===== src/rtl/alu_share_arbiter.sv =====
// alu_share_arbiter: round-robin access to one shared combinational ALU.
// Each requester has a valid/ready request channel. The winner's operands are
// latched onto alu_*, the ALU result is registered one cycle later and held on
// a single response channel, tagged with the requester index, until it is taken.
// Ports:
//   clk, rstn                       clock, asynchronous active-low reset
//   req_valid/req_ready             per-requester handshake (req_ready one-hot)
//   req_src0/req_src1/req_op        packed per-requester payloads
//   alu_src0/alu_src1/alu_op        registered operands to the external ALU
//   alu_res                         combinational result back from the ALU
//   resp_valid/resp_ready           response handshake
//   resp_data/resp_id               registered result and owning requester
//   busy                            unit is executing or holding a response
module alu_share_arbiter #(
    parameter int unsigned NREQ = 4,
    parameter int unsigned IDW  = 2
) (
    input  logic                 clk,
    input  logic                 rstn,
    input  logic [NREQ-1:0]      req_valid,
    input  logic [32*NREQ-1:0]   req_src0,
    input  logic [32*NREQ-1:0]   req_src1,
    input  logic [5*NREQ-1:0]    req_op,
    output logic [NREQ-1:0]      req_ready,
    output logic [31:0]          alu_src0,
    output logic [31:0]          alu_src1,
    output logic [4:0]           alu_op,
    input  logic [31:0]          alu_res,
    output logic                 resp_valid,
    output logic [31:0]          resp_data,
    output logic [IDW-1:0]       resp_id,
    input  logic                 resp_ready,
    output logic                 busy
);

    localparam int unsigned DW  = 32;
    localparam int unsigned OPW = 5;

    localparam logic [1:0] IDLE = 2'd0;
    localparam logic [1:0] EXEC = 2'd1;
    localparam logic [1:0] RESP = 2'd2;

    logic [1:0]     state_q, state_d;
    logic [IDW-1:0] rr_ptr_q, rr_ptr_d;
    logic [DW-1:0]  src0_q, src0_d;
    logic [DW-1:0]  src1_q, src1_d;
    logic [OPW-1:0] op_q, op_d;
    logic           resp_valid_q, resp_valid_d;
    logic [DW-1:0]  resp_data_q, resp_data_d;
    logic [IDW-1:0] resp_id_q, resp_id_d;
    logic           busy_q, busy_d;

    logic           arb_en;
    logic           grant_found;
    logic [IDW-1:0] grant_idx;
    logic [DW-1:0]  sel_src0;
    logic [DW-1:0]  sel_src1;
    logic [OPW-1:0] sel_op;
    logic           xfer;

    // Arbitration is open when idle, or when the held response leaves this cycle.
    assign arb_en = rstn && ((state_q == IDLE) || ((state_q == RESP) && resp_ready));

    // Round-robin pick: first valid index at or above rr_ptr, else lowest valid below it.
    always_comb begin
        grant_found = 1'b0;
        grant_idx   = '0;
        for (int unsigned i = 0; i < NREQ; i++) begin
            if (!grant_found && req_valid[i] && (IDW'(i) >= rr_ptr_q)) begin
                grant_found = 1'b1;
                grant_idx   = IDW'(i);
            end
        end
        for (int unsigned i = 0; i < NREQ; i++) begin
            if (!grant_found && req_valid[i]) begin
                grant_found = 1'b1;
                grant_idx   = IDW'(i);
            end
        end
    end

    // Payload mux for the granted requester.
    always_comb begin
        sel_src0 = '0;
        sel_src1 = '0;
        sel_op   = '0;
        for (int unsigned i = 0; i < NREQ; i++) begin
            if (IDW'(i) == grant_idx) begin
                sel_src0 = req_src0[DW*i +: DW];
                sel_src1 = req_src1[DW*i +: DW];
                sel_op   = req_op[OPW*i +: OPW];
            end
        end
    end

    assign xfer      = arb_en && grant_found;
    assign req_ready = xfer ? (NREQ'(1) << grant_idx) : '0;

    // Next-state and registered-output logic.
    always_comb begin
        state_d      = state_q;
        rr_ptr_d     = rr_ptr_q;
        src0_d       = src0_q;
        src1_d       = src1_q;
        op_d         = op_q;
        resp_valid_d = resp_valid_q;
        resp_data_d  = resp_data_q;
        resp_id_d    = resp_id_q;

        case (state_q)
            IDLE: begin
                if (xfer) begin
                    state_d = EXEC;
                end
            end
            EXEC: begin
                resp_data_d  = alu_res;
                resp_valid_d = 1'b1;
                state_d      = RESP;
            end
            RESP: begin
                if (resp_ready) begin
                    resp_valid_d = 1'b0;
                    state_d      = xfer ? EXEC : IDLE;
                end
            end
            default: begin
                state_d      = IDLE;
                resp_valid_d = 1'b0;
            end
        endcase

        if (xfer) begin
            src0_d    = sel_src0;
            src1_d    = sel_src1;
            op_d      = sel_op;
            resp_id_d = grant_idx;
            rr_ptr_d  = (grant_idx == IDW'(NREQ - 1)) ? '0 : grant_idx + IDW'(1);
        end

        busy_d = (state_d != IDLE);
    end

    // State register; reset discards any in-flight operation.
    always_ff @(posedge clk or negedge rstn) begin
        if (!rstn) begin
            state_q      <= IDLE;
            rr_ptr_q     <= '0;
            src0_q       <= '0;
            src1_q       <= '0;
            op_q         <= '0;
            resp_valid_q <= 1'b0;
            resp_data_q  <= '0;
            resp_id_q    <= '0;
            busy_q       <= 1'b0;
        end else begin
            state_q      <= state_d;
            rr_ptr_q     <= rr_ptr_d;
            src0_q       <= src0_d;
            src1_q       <= src1_d;
            op_q         <= op_d;
            resp_valid_q <= resp_valid_d;
            resp_data_q  <= resp_data_d;
            resp_id_q    <= resp_id_d;
            busy_q       <= busy_d;
        end
    end

    assign alu_src0   = src0_q;
    assign alu_src1   = src1_q;
    assign alu_op     = op_q;
    assign resp_valid = resp_valid_q;
    assign resp_data  = resp_data_q;
    assign resp_id    = resp_id_q;
    assign busy       = busy_q;

endmodule


===== config.mk =====
export PLATFORM = sky130hd
export DESIGN_NAME = alu_share_arbiter
export DESIGN_NICKNAME = d
export VERILOG_FILES = /design/src/rtl/alu_share_arbiter.sv
export SDC_FILE = /design/constraint.sdc
export NUM_CORES = 1
export LEC_CHECK = 0
export BUFFER_PORTS_ARGS = -buffer_cell sky130_fd_sc_hd__clkbuf_2
export CORE_AREA = 2 2 165 167
export CTS_CLUSTER_DIAMETER = 30
export DETAILED_ROUTE_END_ITERATION = 10
export DIE_AREA = 0 0 167 169
export PLACE_DENSITY = 0.55
export SLEW_MARGIN = 20
export SYNTH_ARGS = -nofsm -noshare
export SYNTH_HDL_FRONTEND = slang
export SYNTH_SLANG_ARGS = --single-unit
export TNS_END_PERCENT = 100

===== constraint.sdc =====
create_clock -name clk -period 3.7 [get_ports clk]
set_input_delay 0.74 -clock clk [delete_from_list [all_inputs] [get_ports clk]]
set_output_delay 0.74 -clock clk [all_outputs]
set_load 0.01 [all_outputs]

==> key figures <==
Timing
  • Fin crit share: 84.63%
  • RSZ-0062 raised after global routing: false
  • Fin. Hold Viols: 0
  • Final setup vio count: 0
  • Setup TNS: 0 ns
  • Worst hold slack: slightly below 0.5 ns
  • Transition time of the tightest slew-check pin: 0.9483 ns
  • Final min period: 3.131 ns
  • Fin. max-slew vios: 0
  • Skew final: about 0.011 ns
  • Rel. slew slack: between 30 and 40%
  • Fmax: approximately 320 MHz

Setup path
  • R2r setup slk: 0.81 ns
  • Worst R2R Path Depth: 8
  • CP Class: in2out
  • Setup crit end kind: output pin
  • Worst Path Arrival: 2.39 ns
  • Crit path launch type: primary input
  • Crit path required time: 2.96 ns
  • Critical Path Fanout Max: 11

Floorplan
  • Rows: 60
  • I/O Pins: 424
  • Core area: 26,500 µm²
  • Initial Utilization: 25.31%
  • Die X: ~170 µm
  • Chip height: about 170 µm
  • Die footprint: 28,220 µm²

Route
  • DR DRC count: 0
  • Routed vias: 7,416
  • Routed WL: approximately 27,000 µm
  • DRT iter0 DRCs: ~540
  • Final ANT Viol Nets: 0
  • Drt via density: 5.086
  • Mean routed wirelength per cell: 18.21 µm
  • Drt pass-1 iters: 5

Synthesis
  • Synthesis-stage register bit count: 109
  • Top-count cell post-synth: a31oi_1
  • Cells after Synth: 752
  • Yosys top cell area share: 40.67%
  • Syn Area/Cell: a little under 9 µm²
  • FFs w/ async S/R, synth: 100.0%
  • Synthesized cell area: 6706 µm²
  • EDFF count, synth: 0
  • Synth unique cells: 35
  • Register area share after synthesis: 40.67%
  • Post-synth top cells: a31oi_1 (138), dfrtp_1 (109), clkbuf_1 (76), inv_1 (72)
  • Mapped Nets: between 1,000 and 1,500
  • Ys flop type: dfrtp_1
  • Cell taking the most area after synthesis: dfrtp_1
  • Ranking of synthesized cells by area: dfrtp_1 (41%), a31oi_1 (13%), a221o_1 (10%)
  • Synthesis Warnings: 0

Global routing
  • Number of global-route vias before repair: between 7,000 and 8,000
  • Antenna violations before repair: 1
  • First-pass GRT wire length: 40,610 µm
  • Largest net degree at the start of global routing: 140
  • Gr usage total: 17.93%
  • GR Overflow Total: 0

Outcome
  • Status: complete, no violations

Job
  • Max-cap violations: 0

Placement
  • Final GP Congestion: 0.8499
  • Dpl hpwl: 18,920 µm
  • Port Buf Inserts: 423
  • Placed insts: between 1,000 and 1,500

Clocking
  • CTS sink cnt: 109
  • Hold Buf Count CTS: 0
  • CTS H-tree depth: 3
  • Root Buffer: clkbuf_16
  • CTS max path bufs: 2
  • CTS tree: built
  • Reg clk slew, reported paths: 0.09 ns
  • Clock latency on the worst-skew pair: 0.35 ns
  • Post-CTS Setup Inserts: 0
  • Num CTS Buffers: 9
  • # resized after CTS: 0

Layout
  • P&R area growth vs syn: 40.07%
  • Layout cells sized above 1: 44.76%
  • Diodes inserted: 0
  • Final cell count without fillers: about 1,500
  • Final #Nets: 1,431

Min path
  • Hold path cells: 1
  • Hold Crit Class: reg2reg

Pwr
  • Lkg Pwr: around 4.5 nW
  • Peak supply drop: approximately 290 µV
  • Pwr Density: 714.0 nW/µm²
-- logic make-up after synthesis --
| group | count (synthesis) | synth area share (%) |
|---|---|---|
| compound gates | 285 | 29.35 |
| fa+ha+maj | 4 | 0.7463 |
| buf+inv | 163 | 9.963 |
| flops | 109 | 40.67 |
| mux | 36 | 6.008 |
| simple gates | 155 | 13.27 |
-- report_power, final --
part	internal, mW	switching (mW)
Clock	0.496	0.553
Sequential	1.75	0.326
Combinational	1.60	1.98
-- state kept, by name (all words and copies together), names as in the netlist --
register	count
alu_src0	32
alu_src1	32
resp_data	32
alu_op	5
resp_id	2
rr_ptr_q	2
state_q	2
busy	1
resp_valid	1
-- layout by cell type (no fill, tap or decap), types with 2 or more instances in the layout --
cell / netlist / routed
clkbuf_2: 0 / 422
a31oi_1: 138 / 138
dfrtp_1: 109 / 109
inv_1: 72 / 72
nand3b_1: 69 / 69
a21oi_1: 69 / 69
a221o_1: 69 / 69
nand2_1: 69 / 69
mux2_2: 34 / 34
buf_4: 0 / 14
clkbuf_16: 0 / 9
and2_1: 4 / 4
ha_4: 0 / 3
clkinv_8: 0 / 3
buf_12: 0 / 3
mux2i_1: 2 / 2
nor2_1: 2 / 2
inv_6: 0 / 2
-- final cells by class --
| cell class | count | area (µm²) |
|---|---|---|
| well taps | 341 | 426.7 |
| multi-input cells | 480 | 3369 |
| clock inverters | 7 | 93.84 |
| inverters | 73 | 274.0 |
| flip-flops and latches | 109 | 2728 |
| clock buffers | 9 | 225.2 |
| repair buffers | 439 | 2277 |
| fillers | 2797 | 17110 |
-- metrics by stage --
stage               total power [mW]  area, µm²  util (%)  setup slack, ns
floorplan                      4.282       6706         -           0.5536
global placement               5.687       9075     34.24           0.5066
detailed placement             5.724       9075     34.24           0.4142
CTS                            6.813       9394     35.45           0.5462
global route                   7.228       9394     35.45           0.4477
finish                         6.708       9394     35.45           0.5686
-- worst paths after layout --
check | startpoint | to
max | req_valid[1] | req_ready[2]
min | resp_valid | resp_valid
max reg2reg | rr_ptr_q[0] | alu_src1[8]
min reg2reg | resp_valid | resp_valid
max in group asynchronous | rstn | alu_src0[13]
min in group asynchronous | rstn | alu_op[1]
-- worst max-delay path, cell delays in order --
cell      delay, ns
clkbuf_2       0.11
a21boi_0       0.17
o22ai_1        0.15
nor3_1         0.57
ha_4           0.36
and2_1         0.16
clkbuf_2       0.13
-- per-layer routing --
metal,wire length [µm],vias up,track usage [%]
met5,0,-,0
met4,465,0,4.648
met3,1714,27,3.671
met2,12980,323,30.24
met1,11390,3543,23.46
li1,-,3523,-
(Power assumes the default switching activity.)
